==> config.mk <==
export PLATFORM = sky130hd
export DESIGN_NAME = fp16_mult_result_stage_flat
export DESIGN_NICKNAME = d
export VERILOG_FILES = /design/src/rtl/fp16_mult_result_stage_if.sv /design/src/rtl/fp16_mult_result_stage.sv /design/src/flat_wrapper.sv
export SDC_FILE = /design/constraint.sdc
export NUM_CORES = 1
export LEC_CHECK = 0
export CORE_MARGIN = 2
export CORE_UTILIZATION = 30
export DETAILED_ROUTE_END_ITERATION = 16
export GPL_ROUTABILITY_DRIVEN = 0
export PLACE_DENSITY = 0.63
export SYNTH_ARGS = -nofsm -noshare
export SYNTH_HDL_FRONTEND = slang
export SYNTH_SLANG_ARGS = --single-unit
==> constraint.sdc <==
create_clock -name CLK -period 4.9 [get_ports CLK]
set_input_delay 0.98 -clock CLK [delete_from_list [all_inputs] [get_ports CLK]]
set_output_delay 0.98 -clock CLK [all_outputs]
set_load 0.1 [all_outputs]
==> src/rtl/fp16_mult_result_stage_if.sv <==
// Operand/result bus between a producer of fp16 operand pairs (which also
// returns the combinational multiplier product) and fp16_mult_result_stage.
//   in_valid/in_ready   : operand pair handshake
//   op_a/op_b           : fp16 operands, wired to float1/float2 of the multiplier
//   product             : fp16 product returned by the multiplier in the same cycle
//   out_valid/out_ready : result handshake
//   out_result/out_flags: head fp16 result and its {NV,OF,UF,SUB} flags
interface fp16_mult_result_stage_if;
    logic        in_valid;
    logic        in_ready;
    logic [15:0] op_a;
    logic [15:0] op_b;
    logic [15:0] product;
    logic        out_valid;
    logic        out_ready;
    logic [15:0] out_result;
    logic [3:0]  out_flags;

    modport master (
        output in_valid, op_a, op_b, product, out_ready,
        input  in_ready, out_valid, out_result, out_flags
    );

    modport slave (
        input  in_valid, op_a, op_b, product, out_ready,
        output in_ready, out_valid, out_result, out_flags
    );
endinterface

==> src/rtl/fp16_mult_result_stage.sv <==
// Registered issue/result stage around the combinational fp16 multiplier.
// Accepts operand pairs, classifies each product into IEEE-style exception
// flags, and queues {product, flags} in an in-order FIFO for downstream.
//   CLK, nRST    : clock, synchronous active-low reset
//   bus (slave)  : operand/result handshakes, operands and product
//   flag_clr     : clear sticky_flags (a same-cycle push loads its own flags)
//   sticky_flags : OR of flags of all results pushed since reset/clear
//   result_count : number of results popped, wrapping
module fp16_mult_result_stage #(
    parameter int unsigned DEPTH = 2,
    parameter int unsigned CNT_W = 8
) (
    input  logic                     CLK,
    input  logic                     nRST,
    fp16_mult_result_stage_if.slave  bus,
    input  logic                     flag_clr,
    output logic [3:0]               sticky_flags,
    output logic [CNT_W-1:0]         result_count
);
    localparam int unsigned AW = $clog2(DEPTH);
    localparam int unsigned PW = AW + 1;

    typedef struct packed {
        logic [15:0] result;
        logic [3:0]  flags;   // {NV,OF,UF,SUB}
    } entry_t;

    entry_t [DEPTH-1:0] mem;
    logic [PW-1:0]      wr_ptr;
    logic [PW-1:0]      rd_ptr;

    logic   full_c;
    logic   empty_c;
    logic   push_c;
    logic   pop_c;
    logic   nv_c;
    logic   of_c;
    logic   uf_c;
    logic   sub_c;
    logic   a_max_c;
    logic   b_max_c;
    logic   a_nz_c;
    logic   b_nz_c;
    entry_t push_entry_c;
    logic   unused_sign_c;

    // Occupancy from registered pointers only; out_ready never reaches in_ready.
    assign full_c  = (wr_ptr[AW] != rd_ptr[AW]) && (wr_ptr[AW-1:0] == rd_ptr[AW-1:0]);
    assign empty_c = (wr_ptr == rd_ptr);
    assign push_c  = bus.in_valid && !full_c;
    assign pop_c   = !empty_c && bus.out_ready;

    assign bus.in_ready   = !full_c;
    assign bus.out_valid  = !empty_c;
    assign bus.out_result = mem[rd_ptr[AW-1:0]].result;
    assign bus.out_flags  = mem[rd_ptr[AW-1:0]].flags;

    // Operand signs do not affect classification.
    assign unused_sign_c = bus.op_a[15] ^ bus.op_b[15];

    // Exception classification of the incoming product.
    always_comb begin
        a_max_c = (bus.op_a[14:10] == 5'h1F);
        b_max_c = (bus.op_b[14:10] == 5'h1F);
        a_nz_c  = |bus.op_a[14:0];
        b_nz_c  = |bus.op_b[14:0];
        nv_c    = (bus.product[14:10] == 5'h1F) && (bus.product[9:0] != 10'd0);
        // Infinity from finite operands is an overflow; inf*x is exact.
        of_c    = (bus.product[14:10] == 5'h1F) && (bus.product[9:0] == 10'd0)
                  && !a_max_c && !b_max_c;
        // Zero from two nonzero finite operands means the result flushed.
        uf_c    = (bus.product[14:0] == 15'd0) && a_nz_c && b_nz_c
                  && !a_max_c && !b_max_c;
        sub_c   = (bus.product[14:10] == 5'd0) && (bus.product[9:0] != 10'd0);
        push_entry_c.result = bus.product;
        push_entry_c.flags  = {nv_c, of_c, uf_c, sub_c};
    end

    // FIFO storage, pointers, sticky flags and retired counter.
    always_ff @(posedge CLK) begin
        if (!nRST) begin
            mem          <= '0;
            wr_ptr       <= '0;
            rd_ptr       <= '0;
            sticky_flags <= 4'd0;
            result_count <= '0;
        end else begin
            if (push_c) begin
                mem[wr_ptr[AW-1:0]] <= push_entry_c;
                wr_ptr              <= wr_ptr + PW'(1);
            end
            if (pop_c) begin
                rd_ptr       <= rd_ptr + PW'(1);
                result_count <= result_count + CNT_W'(1);
            end
            if (flag_clr) begin
                sticky_flags <= push_c ? push_entry_c.flags : 4'd0;
            end else if (push_c) begin
                sticky_flags <= sticky_flags | push_entry_c.flags;
            end
        end
    end
endmodule

==> src/flat_wrapper.sv <==
// flat-port wrapper written by rule: the top's interface ports become plain ports
module fp16_mult_result_stage_flat 
#(
    parameter int unsigned DEPTH = 2,
    parameter int unsigned CNT_W = 8
)
  (CLK, nRST, flag_clr, sticky_flags, result_count, bus_in_valid, bus_op_a, bus_op_b, bus_product, bus_out_ready, bus_in_ready, bus_out_valid, bus_out_result, bus_out_flags);
  fp16_mult_result_stage_if bus_i ();
  input  logic CLK;
  input  logic nRST;
  input  logic flag_clr;
  output logic [3:0] sticky_flags;
  output logic [CNT_W-1:0] result_count;
  input wire logic [$bits(bus_i.in_valid)-1:0] bus_in_valid;
  input wire logic [$bits(bus_i.op_a)-1:0] bus_op_a;
  input wire logic [$bits(bus_i.op_b)-1:0] bus_op_b;
  input wire logic [$bits(bus_i.product)-1:0] bus_product;
  input wire logic [$bits(bus_i.out_ready)-1:0] bus_out_ready;
  output wire logic [$bits(bus_i.in_ready)-1:0] bus_in_ready;
  output wire logic [$bits(bus_i.out_valid)-1:0] bus_out_valid;
  output wire logic [$bits(bus_i.out_result)-1:0] bus_out_result;
  output wire logic [$bits(bus_i.out_flags)-1:0] bus_out_flags;
  assign bus_i.in_valid = bus_in_valid;
  assign bus_i.op_a = bus_op_a;
  assign bus_i.op_b = bus_op_b;
  assign bus_i.product = bus_product;
  assign bus_i.out_ready = bus_out_ready;
  assign bus_in_ready = bus_i.in_ready;
  assign bus_out_valid = bus_i.out_valid;
  assign bus_out_result = bus_i.out_result;
  assign bus_out_flags = bus_i.out_flags;
  fp16_mult_result_stage #(.DEPTH(DEPTH), .CNT_W(CNT_W)) u_core (.CLK(CLK), .nRST(nRST), .bus(bus_i), .flag_clr(flag_clr), .sticky_flags(sticky_flags), .result_count(result_count));
endmodule
## Yosys cells after proc, flatten, opt, wreduce, memory -nomap -nowiden

Cells that the tools add are included.

| operators by class | value |
|---|---|
| muxes and demuxes | 8 |
| add/sub/neg operators | 3 |
| equality and inequality tests | 6 |
| reductions and logical operators | 24 |
| bitwise gates (word level) | 1 |
| magnitude comparators | 3 |

Operators by type and width:

| cell | count |
|---|---|
| two-way mux 20 bit | 3 |
| bitwise mux 40 bit | 1 |
| OR reduction 15 bit | 2 |
| demux 20 bit (select 1 bit) | 1 |
| equality test 5 bit (second input constant) | 3 |
| logical NOT 15 bit | 1 |
| logical AND 1 bit | 13 |
| two-way mux 4 bit | 3 |
| logical NOT 10 bit | 1 |
| nonzero test 10 bit | 1 |
| adder 8 x 1 -> 8 bit (second input constant) | 1 |
| logical NOT 5 bit | 1 |
| adder 2 x 1 -> 2 bit (second input constant) | 2 |
| logical NOT 1 bit | 4 |
| less-than comparator 1 x 2 -> 1 bit (second input constant) | 2 |
| OR 4 bit | 1 |
| equality test 2 bit | 1 |
| nonzero test 2 bit | 1 |
| equality test 1 bit | 1 |
| >= comparator 1 bit (second input constant) | 1 |
| inequality test 1 bit | 1 |

| word-level totals | value |
|---|---|
| output and inout port bits | 34 |
| bits in registers | 56 |
| logic and storage cells | 53 |

## Longest topological paths before layout

| logic depth | value |
|---|---|
| word-level depth | 8 |
| depth in mapped cells | 6 |
| mapped depth without buffers | 4 |

## Worst setup path after synthesis

OpenSTA, ideal clock, no wires.

| timing path | value |
|---|---|
| path type | reg2out |
| from | reg u_core.rd_ptr[0] |
| to | out bus_in_ready |
| stages on the path, launching flop included | 4 |
| arrival time | 1,491 ps |
| buffers on the path | 1 |
| required time | 3,920 ps |
| setup slack | 2,429 ps |
| cells stage by stage | dfxtp_1 -> buf_2 -> xor2_2 -> or2b_1 |

| between the ends | value |
|---|---|
| longest elaborated chain between the ends | 3 |

RTL lines:

| item | line | source |
|---|---|---|
| start: declaration | fp16_mult_result_stage.sv:30 | `logic [PW-1:0] rd_ptr;` |
| start signal: assignment | fp16_mult_result_stage.sv:93 | `rd_ptr <= rd_ptr + PW'(1);` |
| equality test 1 bit | fp16_mult_result_stage.sv:48 | `assign full_c = (wr_ptr[AW] != rd_ptr[AW]) && (wr_ptr[AW-1:0] == rd_ptr[AW-1:0]);` |
| logical AND 1 bit | fp16_mult_result_stage.sv:48 |  |
| logical NOT 1 bit | fp16_mult_result_stage.sv:53 | `assign bus.in_ready = !full_c;` |
| end: declaration | flat_wrapper.sv:19 | `output wire logic [$bits(bus_i.in_ready)-1:0] bus_in_ready;` |

Every way passes these cells.

## Worst setup path after layout

| timing path | value |
|---|---|
| from | reg u_core.rd_ptr[0] |
| to | out bus_out_result[3] |

| between the ends | value |
|---|---|
| longest elaborated chain between the ends | 2 |

RTL lines:

| item | line | source |
|---|---|---|
| two-way mux 20 bit (implied by the code) (2 in series) | fp16_mult_result_stage.sv:55 | `assign bus.out_result = mem[rd_ptr[AW-1:0]].result;` |
| end: declaration | flat_wrapper.sv:21 | `output wire logic [$bits(bus_i.out_result)-1:0] bus_out_result;` |

Every way passes these cells. The select of a mux whose other input is x is not followed.

==> flow_summary.yaml <==
run_status:
  status: "completed"
route:
  drc_errors: 0
  route.vias.total: 2373
  ant_nets: 0
  wirelength_um: 6676
  wl_per_cell_um: 13.68
  first_pass_iters: 4
  drt_iter0_drc: 104
  drt-vias-per-instance: 4.863
sta:
  rsz0062_at_grt: "no"
  finalCriticalPeriod_ns: 3.786
  worst_slew_pin_slew_ns: 1.047
  setup_viol: 0
  finalHoldViolCount: 0
  tns_ns: 0
  period_share: 0.7727
  relSlewSlack: 0.3010
  fmax_ghz: 0.2641
  slew_viol_final: 0
  finalClockSkew_ns: 0.006958
clocking:
  cts-resized-gates: 0
  cts_setup_buffers: 0
  holdBufCountCts: 0
  clk-insertion-delay-late_ns: 0.30
  path_clk_slew_ns: 0.10
  cts.sinks: 56
  htree_num_levels: 2
  root_buffer: "clkbuf_8"
  cts_tree: "built"
  clock_path_buffers: 2
  cts_buffers: 5
global_routing:
  grt_antenna_before_repair: 0
  overflow: 0
  grt_pass1_wl_um: 10580
  grt_max_degree: 48
  gr-usage-all-layers: 0.1470
  grt_pass1_vias: 2245
worst_setup_path:
  rr_startpoint: "u_core.rd_ptr[0]"
  startpoint: "u_core.rd_ptr[0]"
  crit_arrival_ns: 2.81
  rr_endpoint: "u_core.mem[23]"
  setup.worst_path.start_class: "register"
  crit_chain: "mux2_2 > clkdlybuf4s50_1"
  max_stage_delay_ns: 1.13
  crit_buf_inv: 1
  rr_worst_depth: 6
  path_max_fanout: 21
  cp_top_family: "buffers and inverters"
  reg2reg_slack_ns: 2.30
  crit_path_end_kind: "output port"
  critPathRequiredTime_ns: 3.92
  crit_type: "reg2out"
  cp_slowest_cell: "clkdlybuf4s50_1"
power:
  p_per_area_nw_per_um2: 402.0
  ir_drop_mv: 0.1632
  pwr-share-clk: 0.214
  p_leak_nw: 1.246
  switching_share: 0.4243
  sequentialPowerShare: 0.376
  p_sw_mw: 0.6116
  power_frac_comb: 0.410
  power.internal_mw: 0.8298
synth:
  synth.top_cell.area_share: 0.4449
  synth-edff-count: 0
  post_synth_main_area_contributors: "dfxtp_1 44%, nand2_1 11%, mux2_2 8.9%"
  yosysUniqueCellTypes: 36
  synth_warnings: 0
  syn_nets: 354
  ys.flop_type: "dfxtp_1"
  ys_seq_elements: 56
  synth_top_cell_by_area: "dfxtp_1"
  synth_area_um2: 2520
  avgSynthCellArea_um2: 8.400
  async_reset_ff_frac: 0
  synthCells: 300
  synth_seq_area_share: 0.4449
flow_run:
  cap_violations: 0
hold_path:
  holdPathStages: 2
  hold_end: "u_core.mem[32]"
  min-delay-start: "u_core.mem[32]"
  hold_class: "reg2reg"
layout:
  synthToLayoutAreaGrowth_pct: 42.30
  drive_above_1_share: 0.1149
  nNetsFinal: 436
  layout_common_cells: "82 x clkdlybuf4s50_1, 75 x nand2_1, 56 x dfxtp_1, 40 x a21oi_1, 20 x mux2_2"
  post-route-util: 0.4386
  layout_commonest_cell: "clkdlybuf4s50_1"
  antenna_cells: 0
floorplanning:
  dieArea_um2: 9149
  std_cell_rows: 33
  die_width_um: 95.65
  io_pins: 87
  die_h_um: 95.65
  initial_core_util: 0.3082
  coreArea_um2: 8175
place:
  dp_hpwl_um: 4880
  io_buffers: 84
[worst register-to-register path, cell delays in order, from the launching register on]
cell      delay (ns)
dfxtp_1         1.03
buf_4           0.29
inv_1           0.09
o211ai_1        0.58
buf_4           0.34
nand2_1         0.08
a21oi_1         0.13
[sequential cells by signal, indices dropped and copies added (netlist names)]
| name | flops |
|---|---|
| u_core.wr_ptr | 2 |
| u_core.result_count | 8 |
| u_core.sticky_flags | 4 |
| u_core.rd_ptr | 2 |
| u_core.mem | 40 |
[stage by stage]
step	hold WS (ns)	instances	area, µm²	worst slack, ns	total power, mW
global route	0.4762	488	3586	0.9877	1.508
global placement	0.4386	480	3471	1.425	1.140
finish	0.4565	488	3586	1.114	1.441
detailed placement	0.4441	480	3471	1.410	1.148
floorplan	0.4329	300	2520	2.429	0.9787
CTS	0.4588	488	3586	1.041	1.457
[power groups by stage]
stage / registers (mW) / logic (mW) / clock network, mW
after CTS: 0.544 / 0.595 / 0.318
after floorplan: 0.553 / 0.425 / 0
final: 0.542 / 0.591 / 0.309
after global routing: 0.549 / 0.622 / 0.336
after global placement: 0.551 / 0.589 / 0
after detailed placement: 0.554 / 0.594 / 0
[logic make-up (layout without fill, tap and decap cells)]
group	count (synthesis)	in the layout	share of synthesized area
fa+ha+maj	1	1	0.004964
flops	56	56	0.4449
simple gates	129	129	0.2324
xor+xnor	10	10	0.04071
compound gates	63	63	0.1519
buf+inv	20	103	0.03177
mux	21	21	0.09335
[how the worst max path moves through the flow]
stage | to | slack (ns) | cells after the start
floorplan | bus_in_ready | 2.43 | 3
global placement | bus_out_result[3] | 1.43 | 2
detailed placement | bus_out_result[3] | 1.41 | 2
CTS | bus_out_result[3] | 1.04 | 2
global route | bus_out_result[5] | 0.99 | 2
finish | bus_out_result[3] | 1.11 | 2
[Yosys cell counts (5+ instances only)]
master / n
o31ai_1: 5
a21oi_1: 40
mux2_2: 20
dfxtp_1: 56
nor4_1: 7
nand3_1: 13
nor2_1: 13
o21ai_0: 5
nand2_1: 75
clkbuf_1: 9
[layout make-up]
cell class                      instances  area, µm²
Clock buffer                            5      68.82
Clock inverter                          3      46.29
Fill cell                             822       4589
Inverter                                5      18.77
Multi-Input combinational cell        224       1319
Sequential cell                        56       1121
Tap cell                              105      131.4
Timing Repair Buffer                   90      880.8
[layer usage]
layer | wire [µm] | vias up | global-route usage
met2 | 3353 | 53 | 0.2675
li1 | - | 1218 | -
met4 | 15 | 0 | 0.02500
met3 | 341 | 2 | 0.03004
met1 | 2965 | 1100 | 0.1802
met5 | 0 | - | 0
No activity file was read; power rests on OpenSTA's default activity.
